## config.mk

```make
export PLATFORM = sky130hd
export DESIGN_NAME = hilo_multdiv_unit
export DESIGN_NICKNAME = d
export VERILOG_FILES = /design/src/rtl/mips_pkg.sv /design/src/rtl/multdiv_iter.sv /design/src/rtl/hilo_multdiv_unit.sv
export SDC_FILE = /design/constraint.sdc
export NUM_CORES = 1
export LEC_CHECK = 0
export BUFFER_PORTS_ARGS = -buffer_cell sky130_fd_sc_hd__buf_4
export CAP_MARGIN = 20
export CORE_MARGIN = 2
export CORE_UTILIZATION = 38
export DETAILED_ROUTE_END_ITERATION = 16
export SYNTH_ARGS = -nofsm -noshare
export SYNTH_HDL_FRONTEND = slang
export SYNTH_HIERARCHICAL = 1
export SYNTH_SLANG_ARGS = --single-unit
export TNS_END_PERCENT = 10
```

## constraint.sdc

```tcl
create_clock -name clk -period 6.39 [get_ports clk]
set_clock_uncertainty 0.05 [all_clocks]
set_input_delay 1.278 -clock clk [delete_from_list [all_inputs] [get_ports clk]]
set_output_delay 1.278 -clock clk [all_outputs]
set_load 0.01 [all_outputs]
```

## src/rtl/mips_pkg.sv

```systemverilog
// mips_pkg: function-code constants and the multiply/divide FSM state type
//   shared by the decoder and the HI/LO multiply/divide unit.
// Ports: none (package).
package mips_pkg;

   localparam logic [5:0] FN_MFHI  = 6'd16;
   localparam logic [5:0] FN_MTHI  = 6'd17;
   localparam logic [5:0] FN_MFLO  = 6'd18;
   localparam logic [5:0] FN_MTLO  = 6'd19;
   localparam logic [5:0] FN_MULT  = 6'd24;
   localparam logic [5:0] FN_MULTU = 6'd25;
   localparam logic [5:0] FN_DIV   = 6'd26;
   localparam logic [5:0] FN_DIVU  = 6'd27;

   // Iteration counter width: one count per operand bit (32 -> 5 bits).
   localparam int MD_CNT_W = 5;

   typedef enum logic [1:0] {
      IDLE,
      RUN,
      FINISH
   } md_state_t;

endpackage

```

## src/rtl/multdiv_iter.sv

```systemverilog
// multdiv_iter: one combinational step of shift-add multiply or restoring divide
//   on a 2*WIDTH accumulator.
// Ports: acc_i (accumulator / {remainder, dividend bits}), operand_i (multiplicand or
//   divisor magnitude), div_mode_i (1 = divide step); acc_o (next accumulator, quotient
//   LSB left 0 in divide mode), qbit_o (quotient bit of this divide step).
module multdiv_iter #(
   parameter int WIDTH = 32
) (
   input  logic [2*WIDTH-1:0] acc_i,
   input  logic [WIDTH-1:0]   operand_i,
   input  logic               div_mode_i,
   output logic [2*WIDTH-1:0] acc_o,
   output logic               qbit_o
);

   logic [WIDTH:0]   sum;
   logic [WIDTH-1:0] diff;

   always_comb begin
      // Multiply: add the multiplicand into the upper half when the current
      // multiplier bit (acc LSB) is set, then shift the whole thing right,
      // carry included.
      sum    = {1'b0, acc_i[2*WIDTH-1:WIDTH]} + {1'b0, (acc_i[0] ? operand_i : {WIDTH{1'b0}})};
      // Divide: the shifted partial remainder is acc_i[2W-1:W-1] (W+1 bits);
      // the subtraction only matters when it does not borrow, in which case
      // the true difference fits in W bits.
      qbit_o = (acc_i[2*WIDTH-1:WIDTH-1] >= {1'b0, operand_i});
      diff   = acc_i[2*WIDTH-2:WIDTH-1] - operand_i;
      acc_o  = {sum, acc_i[WIDTH-1:1]};
      if (div_mode_i) begin
         if (qbit_o) begin
            acc_o = {diff, acc_i[WIDTH-2:0], 1'b0};
         end else begin
            acc_o = {acc_i[2*WIDTH-2:0], 1'b0};
         end
      end
   end

endmodule

```

## src/rtl/hilo_multdiv_unit.sv

```systemverilog
// hilo_multdiv_unit: iterative MULT/MULTU/DIV/DIVU engine owning architectural HI/LO,
//   plus MTHI/MTLO writes. Optional macro FAST_MULT_EN: single-cycle multiply path.
// Ports: clk, reset (async active-high); start/function_code/op_a/op_b launch an op;
//   hi_wren/lo_wren/wr_data write HI/LO (abort any op in flight); hi/lo are the
//   architectural registers; busy stalls the pipeline; done pulses after commit.
module hilo_multdiv_unit
   import mips_pkg::*;
#(
   parameter int WIDTH = 32
) (
   input  logic             clk,
   input  logic             reset,
   input  logic             start,
   input  logic [5:0]       function_code,
   input  logic [WIDTH-1:0] op_a,
   input  logic [WIDTH-1:0] op_b,
   input  logic             hi_wren,
   input  logic             lo_wren,
   input  logic [WIDTH-1:0] wr_data,
   output logic [WIDTH-1:0] hi,
   output logic [WIDTH-1:0] lo,
   output logic             busy,
   output logic             done
);

   md_state_t             state_q, state_d;
   logic [MD_CNT_W-1:0]   cnt_q, cnt_d;
   logic [2*WIDTH-1:0]    acc_q, acc_d, iter_acc;
   logic [WIDTH-1:0]      opb_q, opb_d, hi_q, hi_d, lo_q, lo_d;
   logic                  div_q, div_d, sgn_q, sgn_d, nega_q, nega_d, negb_q, negb_d;
   logic                  bz_q, bz_d, done_q, done_d;
   logic                  iter_qbit;

   logic                  op_valid, op_div, op_sgn, mt_wr;
   logic [WIDTH-1:0]      mag_a, mag_b;
   logic [2*WIDTH-1:0]    prod_fix;
   logic [WIDTH-1:0]      quo_fix, rem_fix;

   multdiv_iter #(.WIDTH(WIDTH)) u_iter (
      .acc_i      (acc_q),
      .operand_i  (opb_q),
      .div_mode_i (div_q),
      .acc_o      (iter_acc),
      .qbit_o     (iter_qbit)
   );

   // Operation decode and operand magnitudes (signed ops work on |x|).
   always_comb begin
      op_div   = (function_code == FN_DIV) || (function_code == FN_DIVU);
      op_sgn   = (function_code == FN_MULT) || (function_code == FN_DIV);
      op_valid = op_div || (function_code == FN_MULT) || (function_code == FN_MULTU);
      mag_a    = (op_sgn && op_a[WIDTH-1]) ? -op_a : op_a;
      mag_b    = (op_sgn && op_b[WIDTH-1]) ? -op_b : op_b;
   end

   // Sign correction applied in FINISH. A zero divisor leaves the remainder
   // equal to |op_a|, so restoring the dividend sign yields op_a exactly.
   always_comb begin
      prod_fix = (sgn_q && (nega_q ^ negb_q)) ? -acc_q : acc_q;
      quo_fix  = (sgn_q && (nega_q ^ negb_q)) ? -acc_q[WIDTH-1:0] : acc_q[WIDTH-1:0];
      if (bz_q) begin
         quo_fix = {WIDTH{1'b1}};
      end
      rem_fix  = (sgn_q && nega_q) ? -acc_q[2*WIDTH-1:WIDTH] : acc_q[2*WIDTH-1:WIDTH];
   end

   always_comb begin
      state_d = state_q;
      cnt_d   = cnt_q;
      acc_d   = acc_q;
      opb_d   = opb_q;
      div_d   = div_q;
      sgn_d   = sgn_q;
      nega_d  = nega_q;
      negb_d  = negb_q;
      bz_d    = bz_q;
      hi_d    = hi_q;
      lo_d    = lo_q;
      done_d  = 1'b0;
      // The decoder raises hi/lo_wren alongside multdiv; only a bare write counts.
      mt_wr   = !start && (hi_wren || lo_wren);

      if (mt_wr) begin
         if (hi_wren) hi_d = wr_data;
         if (lo_wren) lo_d = wr_data;
         state_d = IDLE;
         cnt_d   = '0;
      end else begin
         unique case (state_q)
            IDLE: begin
               if (start && op_valid) begin
                  div_d   = op_div;
                  sgn_d   = op_sgn;
                  nega_d  = op_sgn && op_a[WIDTH-1];
                  negb_d  = op_sgn && op_b[WIDTH-1];
                  bz_d    = op_div && (op_b == '0);
                  opb_d   = mag_b;
                  acc_d   = {{WIDTH{1'b0}}, mag_a};
                  cnt_d   = MD_CNT_W'(WIDTH - 1);
                  state_d = RUN;
`ifdef FAST_MULT_EN
                  if (!op_div) begin
                     acc_d   = (2*WIDTH)'(mag_a) * (2*WIDTH)'(mag_b);
                     state_d = FINISH;
                  end
`endif
               end
            end
            RUN: begin
               acc_d = {iter_acc[2*WIDTH-1:1], (div_q ? iter_qbit : iter_acc[0])};
               if (cnt_q == '0) begin
                  state_d = FINISH;
               end else begin
                  cnt_d = cnt_q - 1'b1;
               end
            end
            FINISH: begin
               if (div_q) begin
                  hi_d = rem_fix;
                  lo_d = quo_fix;
               end else begin
                  hi_d = prod_fix[2*WIDTH-1:WIDTH];
                  lo_d = prod_fix[WIDTH-1:0];
               end
               done_d  = 1'b1;
               state_d = IDLE;
            end
            default: state_d = IDLE;
         endcase
      end
   end

   always_ff @(posedge clk or posedge reset) begin
      if (reset) begin
         state_q <= IDLE;
         cnt_q   <= '0;
         acc_q   <= '0;
         opb_q   <= '0;
         div_q   <= 1'b0;
         sgn_q   <= 1'b0;
         nega_q  <= 1'b0;
         negb_q  <= 1'b0;
         bz_q    <= 1'b0;
         hi_q    <= '0;
         lo_q    <= '0;
         done_q  <= 1'b0;
      end else begin
         state_q <= state_d;
         cnt_q   <= cnt_d;
         acc_q   <= acc_d;
         opb_q   <= opb_d;
         div_q   <= div_d;
         sgn_q   <= sgn_d;
         nega_q  <= nega_d;
         negb_q  <= negb_d;
         bz_q    <= bz_d;
         hi_q    <= hi_d;
         lo_q    <= lo_d;
         done_q  <= done_d;
      end
   end

   assign hi   = hi_q;
   assign lo   = lo_q;
   assign busy = (state_q != IDLE);
   assign done = done_q;

endmodule

```

==> impl_metrics.py <==
metrics = {
    "final_layout": {
        "multi_input_area_um2": 10600,
        "drive_gt1_share_pct": 14.5,
        "nets": 2276,
        "area_delta_synth_final_pct": 14.7,
        "seq_area_um2": 4330,
        "fin_cells": 2644,
        "final_common_cell": "nand2_1",
        "utilization_pct": 44.0,
        "nFillCells": 4170,
        "mostFrequentLayoutCells": "nand2_1, buf_4, dfrtp_1",
    },
    "place": {
        "port_buffers": 172,
        "gp_congestion": 0.999,
        "dp.cells": 2609,
        "dp_hpwl_mm": 44.4,
    },
    "critical_path": {
        "path_depth": 14,
        "reg2regPathDepth": 14,
        "cp.required_ns": 6.74,
        "path_cells": "ha_1, a21oi_1, o21ai_1, o32ai_1, or3_1, o21ai_2, a21oi_2, buf_4, inv_1, buf_4, mux2i_1, a2111oi_2, nand3_1, nand2_1",
        "critPathSlowestCell": "dfrtp_1",
        "cp_num_buf_inv": 3,
        "rr_startpoint": "acc_q[47]$_DFFE_PP0P_",
        "crit_arrival_ns": 4.44,
        "critPathMaxFanout": 23,
        "crit_path_start_kind": "flip-flop",
        "r2r_slack_ns": 2.30,
        "cp_top_family": "compound AO/OA/AOI/OAI gates",
        "critPathKind": "reg2reg",
        "r2r-end": "acc_q[61]$_DFFE_PP0P_",
        "cpPeakStageDelay_ns": 0.62,
        "worstSetupEndpointType": "flip-flop",
        "path_common_cell": "buf_4",
    },
    "power_and_ir_drop": {
        "p_leak_nw": 8.09,
        "p_comb_share_pct": 46.3,
        "power.density_nw_per_um2": 298,
        "p_sw_mw": 2.43,
        "ir_drop_uv": 175,
        "clock_power_share_pct": 20.1,
        "p_seq_share_pct": 33.6,
        "swShare_pct": 45.4,
        "intPower_mw": 2.92,
    },
    "routing": {
        "via_per_inst": 6.01,
        "wl_per_cell_um": 21.3,
        "remaining_drc_errors": 0,
        "first_pass_iters": 6,
        "vias": 15900,
        "drt_iter0_markers": 1654,
        "wl_mm": 56.3,
        "ant_nets": 0,
    },
    "global_route": {
        "grt.total_usage_pct": 26.3,
        "grt_pass1_wl_mm": 86.8,
        "grt-ovfl-total": 0,
        "grt_pass1_vias": 14900,
        "grt_max_degree": 107,
        "antenna_found_initial": 0,
    },
    "clock_network": {
        "cts.repair.resized": 0,
        "path_clk_slew_ns": 0.07,
        "cts-root-buf": "clkbuf_16",
        "clock_latency_ns": 0.47,
        "cts_made_buffers": 17,
        "postCtsSetupBuffers": 0,
        "cts_tree": "built",
        "clock_path_buffers": 2,
        "cts.sinks": 173,
        "htree_levels": 4,
        "cts.hold.buffers_added": 0,
    },
    "worst_hold_path": {
        "min_path_cells": 1,
        "hold_class": "reg2reg",
        "hold_path_end": "state_q[1]$_DFFE_PP0P_",
        "min_from": "cnt_q[4]$_DFFE_PP0P_",
    },
    "floorplanning": {
        "core_area_um2": 40700,
        "rows": 74,
        "start_util_pct": 38.4,
        "io_pins": 173,
        "die_y_um": 207,
        "die_area_um2": 42800,
        "fp.dieW_um": 207,
    },
    "yosys": {
        "ys_seq_area_share_pct": 27.7,
        "netlist-cell-type-count": 102,
        "syn_inst": 1996,
        "postSynth.asyncResetShare_pct": 100,
        "syn_area_per_cell_um2": 7.84,
        "synth-seq-cells": 173,
        "ys_warn_count": 6,
        "synth_fp_nets": 2174,
        "syn_area_um2": 15600,
        "synth-main-ff-cell": "dfrtp_1",
        "synth-edff-count": 0,
    },
    "sta": {
        "hold_violations": 0,
        "rsz0062_at_grt": "false",
        "fin_tns_setup_ns": 0,
        "fmax_mhz": 245,
        "relSlewSlack_pct": 38.6,
        "setup_viol": 0,
        "finalCriticalPeriod_ns": 4.09,
        "worst_pin_slew_ns": 0.921,
        "drv_slew": 0,
        "layout_worst_path_cycle_share_pct": 63.9,
    },
    "job": {
        "cap_violations": 0,
    },
    "run_status": {
        "status": "finished, final reports clean",
    },
}
-- how the worst max path moves through the flow --
stage          slack, ns               endpoint                  start
2_1_floorplan       0.37   acc_q[0]$_DFFE_PP0P_                  reset
3_3_place_gp        2.41  acc_q[61]$_DFFE_PP0P_  acc_q[47]$_DFFE_PP0P_
3_5_place_dp        2.41  acc_q[61]$_DFFE_PP0P_  acc_q[38]$_DFFE_PP0P_
4_1_cts             2.39  acc_q[61]$_DFFE_PP0P_  acc_q[47]$_DFFE_PP0P_
5_1_grt             2.04  acc_q[61]$_DFFE_PP0P_  acc_q[47]$_DFFE_PP0P_
6_report            2.30  acc_q[61]$_DFFE_PP0P_  acc_q[47]$_DFFE_PP0P_
-- area by class of cell --
type                            instances  area share (%)
Multi-Input combinational cell       1638            58.9
Sequential cell                       173            24.1
Timing Repair Buffer                  195            8.38
Tap cell                              532            3.71
Clock buffer                           19            2.47
Inverter                               73            1.55
Clock inverter                         13           0.795
Antenna cell                            1          0.0139
-- cells by family after synthesis --
logic type | after synthesis | synth area share (%)
AOI/OAI and AO/OA | 582 | 24.3
xor gates and xnor gates | 161 | 9.01
and+or+nand+nor | 760 | 23.9
DFF | 173 | 27.7
muxes | 64 | 4.36
adders and majority gates | 71 | 5.77
buffers and inverters | 185 | 4.95
-- Yosys cell counts, types with 6 or more instances --
cell | count | area (µm²)
nand2_1 | 233 | 875
dfrtp_1 | 173 | 4330
nor2_1 | 167 | 627
a21oi_1 | 144 | 721
xnor2_1 | 90 | 788
clkbuf_1 | 89 | 334
nand3_1 | 80 | 400
inv_1 | 73 | 274
xor2_1 | 71 | 622
ha_1 | 69 | 863
o21ai_0 | 64 | 320
o21ai_1 | 61 | 305
nor3_1 | 59 | 295
a31oi_1 | 51 | 319
a21o_1 | 47 | 353
and2_1 | 40 | 250
o22ai_1 | 39 | 244
nor4_1 | 34 | 213
mux2_2 | 31 | 349
mux2i_1 | 31 | 310
or3_1 | 28 | 175
a211oi_1 | 23 | 173
o31ai_1 | 21 | 158
and3_1 | 20 | 125
nand4_1 | 19 | 119
o211ai_1 | 17 | 128
a41oi_1 | 13 | 114
nor2b_1 | 12 | 75.1
nand2b_1 | 11 | 68.8
o41ai_1 | 11 | 96.3
o21bai_1 | 9 | 67.6
or4_1 | 9 | 67.6
a32oi_1 | 8 | 70.1
buf_2 | 7 | 35.0
nand3b_1 | 7 | 52.6
o21a_1 | 7 | 52.6
or2_2 | 7 | 43.8
a22o_1 | 6 | 52.6
-- through the flow --
stage               hold slack, ns  total power [mW]  cell area, µm²  worst slack (ns)
finish                       0.419              5.34           17900              2.30
global route                 0.447              5.67           17900              2.04
CTS                          0.422              5.31           17900              2.39
detailed placement           0.407              4.23           17300              2.41
global placement             0.399              4.22           17300              2.41
floorplan                    0.378              3.34           15600             0.374
-- registers in the layout, summed over array words and instances, names as in the netlist --
register,flops
acc_q,64
bz_q,1
cnt_q,5
div_q,1
done,1
hi,32
lo,32
nega_q,1
negb_q,1
opb_q,32
sgn_q,1
state_q,2
-- per-layer routing --
metal	global-route usage [%]	vias to the layer above	routed length [µm]
met1	37.6	7630	25900
li1	-	7521	-
met3	3.33	91	4060
met5	0	-	0
met2	40.4	658	24600
met4	9.70	0	1670
-- power by group through the flow --
stage / Sequential (mW) / Combinational (mW) / Clock [mW]
4_1_cts: 1.78 / 2.44 / 1.09
2_1_floorplan: 1.60 / 1.74 / 0
5_1_grt: 1.83 / 2.71 / 1.13
6_report: 1.79 / 2.48 / 1.07
3_3_place_gp: 1.80 / 2.42 / 0
3_5_place_dp: 1.81 / 2.43 / 0
(Power assumes the default switching activity.)
